`config.mk`:
```
export PLATFORM = sky130hd
export DESIGN_NAME = engine_input_interface
export DESIGN_NICKNAME = d
export VERILOG_FILES = /design/src/rtl/engine_input_interface.sv
export SDC_FILE = /design/constraint.sdc
export NUM_CORES = 1
export LEC_CHECK = 0
export ABC_AREA = 1
export CORE_ASPECT_RATIO = 0.5
export CORE_MARGIN = 3
export CORE_UTILIZATION = 60
export CTS_BUF_LIST = sky130_fd_sc_hd__clkbuf_8
export DETAILED_ROUTE_END_ITERATION = 7
export GPL_TIMING_DRIVEN = 0
export PLACE_DENSITY_LB_ADDON = 0.12
export SYNTH_ARGS = -nofsm -noshare
export SYNTH_HDL_FRONTEND = slang
export SYNTH_SLANG_ARGS = --single-unit
```
`constraint.sdc`:
```
create_clock -name clk -period 39.9 [get_ports clk]
set_input_delay 7.98 -clock clk [delete_from_list [all_inputs] [get_ports clk]]
set_output_delay 7.98 -clock clk [all_outputs]
set_load 0.01 [all_outputs]
```
`src/rtl/engine_input_interface.sv`:
```
// Byte-serial loader for the AES engine: assembles a 128-bit key and a 128-bit block and holds key_start until the engine finishes.
// Optional mid-frame idle timeout is enabled by defining INPUT_TIMEOUT_EN.
module engine_input_interface #(
  parameter int TIMEOUT_CYCLES = 1024
) (
  input  logic         clk,
  input  logic         rst,
  input  logic [7:0]   in_byte,
  input  logic         in_valid,
  output logic         in_ready,
  input  logic         transformer_start,
  input  logic         engine_done,
  output logic [127:0] key_in,
  output logic [127:0] data_in,
  output logic         key_start,
  output logic         busy,
  output logic         frame_err
);

  typedef enum logic [1:0] {IDLE, LOAD, RUN, RELEASE} state_t;

  state_t         state;
  logic [4:0]     cnt;
  logic [127:0]   key_sh;
  logic [127:0]   data_sh;
  logic           ts_seen;
  logic           accept;

  assign accept = in_valid && in_ready;

  generate
    if (TIMEOUT_CYCLES < 2 || TIMEOUT_CYCLES > 65535) begin : g_bad_timeout
      $error("TIMEOUT_CYCLES out of range 2..65535");
    end
  endgenerate

`ifdef INPUT_TIMEOUT_EN
  localparam logic [15:0] IDLE_RELOAD = 16'(TIMEOUT_CYCLES - 1);
  logic [15:0] idle_cnt;
`endif

  always_ff @(posedge clk or posedge rst) begin
    if (rst) begin
      state     <= IDLE;
      cnt       <= '0;
      key_sh    <= '0;
      data_sh   <= '0;
      ts_seen   <= 1'b0;
      in_ready  <= 1'b0;
      key_in    <= '0;
      data_in   <= '0;
      key_start <= 1'b0;
      busy      <= 1'b0;
      frame_err <= 1'b0;
`ifdef INPUT_TIMEOUT_EN
      idle_cnt  <= IDLE_RELOAD;
`endif
    end else begin
      frame_err <= 1'b0;
      case (state)
        IDLE: begin
          in_ready <= 1'b1;
          state    <= LOAD;
        end

        LOAD: begin
          if (accept) begin
            cnt <= cnt + 5'd1;
            if (!cnt[4]) key_sh  <= {key_sh[119:0], in_byte};
            else         data_sh <= {data_sh[119:0], in_byte};
            if (cnt == 5'd31) begin
              key_in    <= key_sh;
              data_in   <= {data_sh[119:0], in_byte};
              key_start <= 1'b1;
              busy      <= 1'b1;
              cnt       <= '0;
              in_ready  <= 1'b0;
              ts_seen   <= 1'b0;
              state     <= RUN;
            end
          end
`ifdef INPUT_TIMEOUT_EN
          // Down-counter from TIMEOUT_CYCLES-1; an accepted byte always beats the timeout.
          if (accept) begin
            idle_cnt <= IDLE_RELOAD;
          end else if (cnt != 5'd0) begin
            if (idle_cnt == 16'd0) begin
              cnt       <= '0;
              key_sh    <= '0;
              data_sh   <= '0;
              frame_err <= 1'b1;
              idle_cnt  <= IDLE_RELOAD;
            end else begin
              idle_cnt <= idle_cnt - 16'd1;
            end
          end
`endif
        end

        RUN: begin
          // engine_done only counts once round keys were announced, so a stale pulse is dropped.
          if (ts_seen && engine_done) begin
            key_start <= 1'b0;
            busy      <= 1'b0;
            ts_seen   <= 1'b0;
            state     <= RELEASE;
          end else if (transformer_start) begin
            ts_seen <= 1'b1;
          end
        end

        RELEASE: begin
          in_ready <= 1'b1;
          state    <= LOAD;
        end

        default: begin
          in_ready <= 1'b0;
          state    <= IDLE;
        end
      endcase
    end
  end

endmodule

```
==> flow_summary.yaml <==
routing:
  drc: 0
  ant_nets: 0
  vias_per_cell: 5.16
  routedWlPerCell_microns: 16.3
  firstDrtPassIters: 7
  drtIter0Drc: 1123
  wirelength_microns: 45300
  num_vias: 14300
sta:
  rsz0062_at_grt: "false"
  hold_viol_final: 0
  slew_headroom_pct: 56.8
  worst_clock_skew_ns: 0.0189
  timing.fmax_ghz: 0.104
  finalSetupTns_ns: 0
  fin_ws_ns: 30.24
  final_max_slew_viol_count: 0
  post-route-min-period_ns: 9.66
  finalSetupViolations: 0
  worstMarginPinSlew_ns: 0.647
  fin_crit_sh_pct: 24.2
power:
  clockPowerShare_pct: 33.4
  ir_drop_mv: 0.0334
  comb_power_share_pct: 14.3
  pwr_density_cell_nw_per_um2: 49.1
  switching_power_mw: 0.335
  seqPwrFrac_pct: 52.3
  internal-power_mw: 0.838
  swShare_pct: 28.6
  p_leak_nw: 10.8
grt:
  grt_pass1_wl_microns: 74400
  gr-usage-all-layers_pct: 27.1
  grt_pass1_vias: 14200
  overflow: 0
  antenna_found_initial: 0
  grt_max_degree: 134
layout:
  final_cell_mix: "560 x nand2_1, 514 x dfrtp_1, 279 x o21ai_0"
  syn_to_final_growth_pct: 24.5
  layout.nets: 2321
  final_common_cell: "nand2_1"
  drive_above_1_share_pct: 7.41
  stdcell_area_sq_um: 23900
  diodes: 0
yosys:
  synth_top_area_cell: "dfrtp_1"
  syn-num-nets: 1975
  ys_seq_area_share_pct: 67.0
  yosysTopAreaCellShare_pct: 67.0
  syn_area_per_cell_sq_um: 9.81
  syn_inst: 1956
  ys_seq_elements: 514
  synth_area_sq_um: 19200
  yosys-top-cells-area: "dfrtp_1 67%, nand2_1 11%, o21ai_0 7.3%"
  ys_warn_count: 0
  synth_cell_types: 22
place:
  gp_congestion: 0.811
  post-place-ws_ns: 29.84
  dpl-instance-area_sq_um: 22600
  portBuffers: 271
  hpwl_microns: 31400
floorplanning:
  die_w_microns: 259
  start_util_pct: 62.1
  die-height_microns: 132
  row_count: 45
  ios: 273
  die_area_sq_um: 34300
  core_sq_um: 30900
setup_path:
  r2r_slack_ns: 37.62
  timing.rr.end: "data_in[41]"
  reg2regPathDepth: 9
  cp_top_family: "buffers and inverters"
  crit_buf_inv: 1
  endpoint_kind: "primary output"
  cp-startpoint: "in_ready"
  critPathSlowestCell: "clkdlybuf4s50_1"
  worstPathArrival_ns: 1.68
  critPathLaunchType: "flop"
  path_cells: "clkdlybuf4s50_1"
  regToRegStartpoint: "cnt[0]"
  crit_type: "reg -> out"
  max_stage_delay_ns: 0.63
  worstPathRequired_ns: 31.92
  crit_fanout: 5
clock_tree:
  holdBufCountCts: 0
  clock_sinks: 514
  post_cts_resize_count: 0
  cts_made_buffers: 69
  clkLatencyLatePin_ns: 0.61
  post_cts_buffers: 0
  cts_tree: "yes"
  clockBufferDepth: 3
  ctsHtreeMaxLevel: 3
  clkTransAtPathRegs_ns: 0.07
  root_buffer: "clkbuf_8"
hold_path:
  min_from: "key_sh[121]"
  min_to: "key_in[121]"
  holdPathStages: 2
  worstHoldPathType: "reg -> reg"
job:
  maxCapViolCount: 0
status:
  outcome: "finished, final reports clean"
## layer usage
| layer | track usage (%) | wire (microns) | up-vias |
|---|---|---|---|
| li1 | - | - | 6840 |
| met5 | 0 | 0 | - |
| met3 | 5.99 | 2190 | 84 |
| met4 | 8.88 | 1190 | 0 |
| met1 | 36.9 | 19800 | 7028 |
| met2 | 44.0 | 22200 | 356 |
## logic make-up after synthesis
family | count (synthesis) | synth area share, %
AOI/OAI and AO/OA | 497 | 13.0
buffers and inverters | 365 | 8.30
other | 1 | 0.0195
and+or+nand+nor | 573 | 11.3
DFF | 514 | 67.0
adders and majority gates | 6 | 0.391
## synth_stat cells
cell type / count
inv_4: 1
nor2_1: 5
ha_1: 6
nand3_1: 3
conb_1: 1
buf_6: 17
nand2_1: 560
nand2_2: 1
or2_1: 1
nand3_2: 1
dfrtp_1: 514
clkbuf_1: 40
nand4_1: 1
buf_2: 41
o21ai_1: 215
buf_1: 3
buf_4: 11
nand2_4: 1
o21ai_0: 279
inv_2: 1
a21oi_1: 3
inv_1: 251
## final cells by class
cell class / count / area, sq um
multi-input combinational: 1077 / 4740
buffer: 112 / 641
fill: 2123 / 7000
tap: 423 / 529
inverter: 253 / 960
clock inverter: 29 / 126
timing repair buffer: 275 / 2820
clock buffer: 89 / 1220
sequential: 514 / 12900
## worst register-to-register path: cells and delay by family (launching register included)
family                     cells  cell delay (ns)
AOI/OAI and AO/OA              1             0.13
DFF                            1             0.41
adders and majority gates      2             0.43
and+or+nand+nor                4             0.39
buffers and inverters          2             0.82
## worst max path at each step
stage                     cells past startpoint    endpoint
after floorplan                               1        busy
final                                         1    in_ready
after detailed placement                      4  key_in[88]
after global routing                          2   key_start
after global placement                        2  key_in[83]
after CTS                                     2   key_start
## power by group through the flow
stage / clock network, mW / logic, mW / registers (mW)
detailed placement: 0 / 0.167 / 0.621
floorplan: 0 / 0.115 / 0.616
global route: 0.424 / 0.193 / 0.619
CTS: 0.398 / 0.169 / 0.613
finish: 0.392 / 0.168 / 0.613
global placement: 0 / 0.160 / 0.620
## stage by stage
stage	cells	total power, mW	utilization (%)	hold slack (ns)
after floorplan	1956	0.732	-	0.442
after detailed placement	2654	0.789	73.0	0.465
final	2772	1.17	77.3	0.468
after global placement	2650	0.781	72.6	0.449
after CTS	2772	1.18	77.3	0.480
after global routing	2772	1.24	77.3	0.507
## state kept, by name (all words and copies together) (netlist names)
| name | cells |
|---|---|
| key_sh | 128 |
| state | 2 |
| in_ready | 1 |
| ts_seen | 1 |
| cnt | 5 |
| busy | 1 |
| key_in | 128 |
| data_in | 128 |
| data_sh | 120 |
(Power assumes the default switching activity.)
==> variant: new RTL, config.mk and constraints unchanged <==
The 4 states of `state_t` get a one-hot encoding in 4 bits.
--- a/src/rtl/engine_input_interface.sv
+++ b/src/rtl/engine_input_interface.sv
@@ -18,5 +18,5 @@
 );
 
-  typedef enum logic [1:0] {IDLE, LOAD, RUN, RELEASE} state_t;
+  typedef enum logic [3:0] {IDLE = 4'b0001, LOAD = 4'b0010, RUN = 4'b0100, RELEASE = 4'b1000} state_t;
 
   state_t         state;
Behaviour: same outputs for any inputs over 4 cycles, from zero or initial values and one cycle with rst high; so few cycles prove little.
==> variant against the original RTL <==
Routed wire length grew 17%; clock power up 4%; power grew 8.7%; fmax down 1.2%; highest routed layer unchanged; count of clock-buffer cells in the layout is 4 higher; sequential cell count up 2; synthesized area grew 7.8%; design area up 6.8%; via count grew 19%; setup slack worse by 120 ps.
==> variant: results <==
status:
  status: "completed"
synthesis:
  syn_inst: 2269
  yosys-top-cells-area: "dfrtp_1 62%, nand2_1 19%, nand3_1 12%, buf_6 2.3%, buf_2 2.2%"
  synth_common_cells: "1035 x nand2_1, 515 x dfrtp_1, 510 x nand3_1"
  yosysSeqAreaShare_pct: 62.4
  synth.distinct_cells: 25
sta:
  fin_worst_skew_ps: 27.7
  worst_slew_pin_slew_ps: 886
global_route:
  grt_first_pass_wirelength_microns: 85100
  track_usage_pct: 29.3
  antenna_found_initial: 0
  grt_pass1_vias: 16300
  grt_max_degree: 128
power_and_ir_drop:
  internal_power_uw: 870
  leakage_uw: 0.0140
  ir_drop_mv: 0.0322
layout:
  drive_above_1_share_pct: 9.61
  fill_cells: 2442
  final_nets: 2632
route:
  first_pass_iters: 6
  drtIter0Drc: 1465
  via_per_inst: 5.47
  drt-total-wl_microns: 53100
  wl_per_cell_microns: 17.1
place:
  placed_cells: 2985
  dp_hpwl_microns: 36500
  gp_congestion: 0.873
setup_path:
  worstPathArrival_ps: 10330
  slowest_delay_ps: 600
  crit_fanout: 10
clock_tree:
  clk_pin_slew_worst_paths_ps: 70
[variant: power by group through the flow]
stage	Combinational (uW)	Sequential (uW)	Clock [uW]
after detailed placement	235	636	0
after global routing	264	634	437
after CTS	236	627	414
after floorplan	178	618	0
after global placement	224	636	0
final	238	630	407
[variant: area by class of cell]
cell class / instances / area [sq um] / area share, %
well taps: 441 / 552 / 2.16
flip-flops and latches: 516 / 12900 / 50.6
clock inverters: 36 / 159 / 0.623
repair buffers: 275 / 2820 / 11.1
multi-input cells: 1572 / 6600 / 25.9
inverters: 13 / 56.3 / 0.221
plain buffers: 168 / 1140 / 4.47
clock buffers: 93 / 1280 / 5.01
[variant: kinds of logic after synthesis]
logic type / after synthesis / synth area share, %
AOI/OAI and AO/OA: 5 / 0.121
adders and majority gates: 3 / 0.181
buffers and inverters: 181 / 5.75
DFF: 516 / 62.4
other: 1 / 0.0181
and+or+nand+nor: 1563 / 31.6
[variant: final timing paths]
| path | from | to | slack [ps] | cells past startpoint |
|---|---|---|---|---|
| max in group asynchronous | rst | key_in[111] | 30710 | 4 |
| max reg2reg | cnt[1] | data_in[110] | 37080 | 10 |
| min | data_in[31] | data_in[31] | 470 | 2 |
| max | in_valid | data_sh[41] | 30120 | 7 |
| min reg2reg | data_in[31] | data_in[31] | 470 | 2 |
| min in group asynchronous | rst | data_sh[76] | 7720 | 2 |
[variant: metrics by stage]
stage | instance area (sq um) | hold slack (ps) | power [uW] | setup WS (ps)
after floorplan | 20700 | 443 | 795 | 17510
after global placement | 24000 | 452 | 860 | 11950
after detailed placement | 24100 | 457 | 871 | 29580
after CTS | 25500 | 473 | 1280 | 30230
after global routing | 25500 | 487 | 1340 | 30110
final | 25500 | 469 | 1270 | 30120
[variant: tightest hold or removal path: cells and delay by family, from the launching register on]
family        cells  cell delay, ps
flops             1             340
simple gates      2             100
[variant: metal layers]
layer	track usage [%]	wire, microns
met5	0	0
met4	9.56	1390
met3	5.01	3110
met2	47.6	25600
met1	40.8	23100
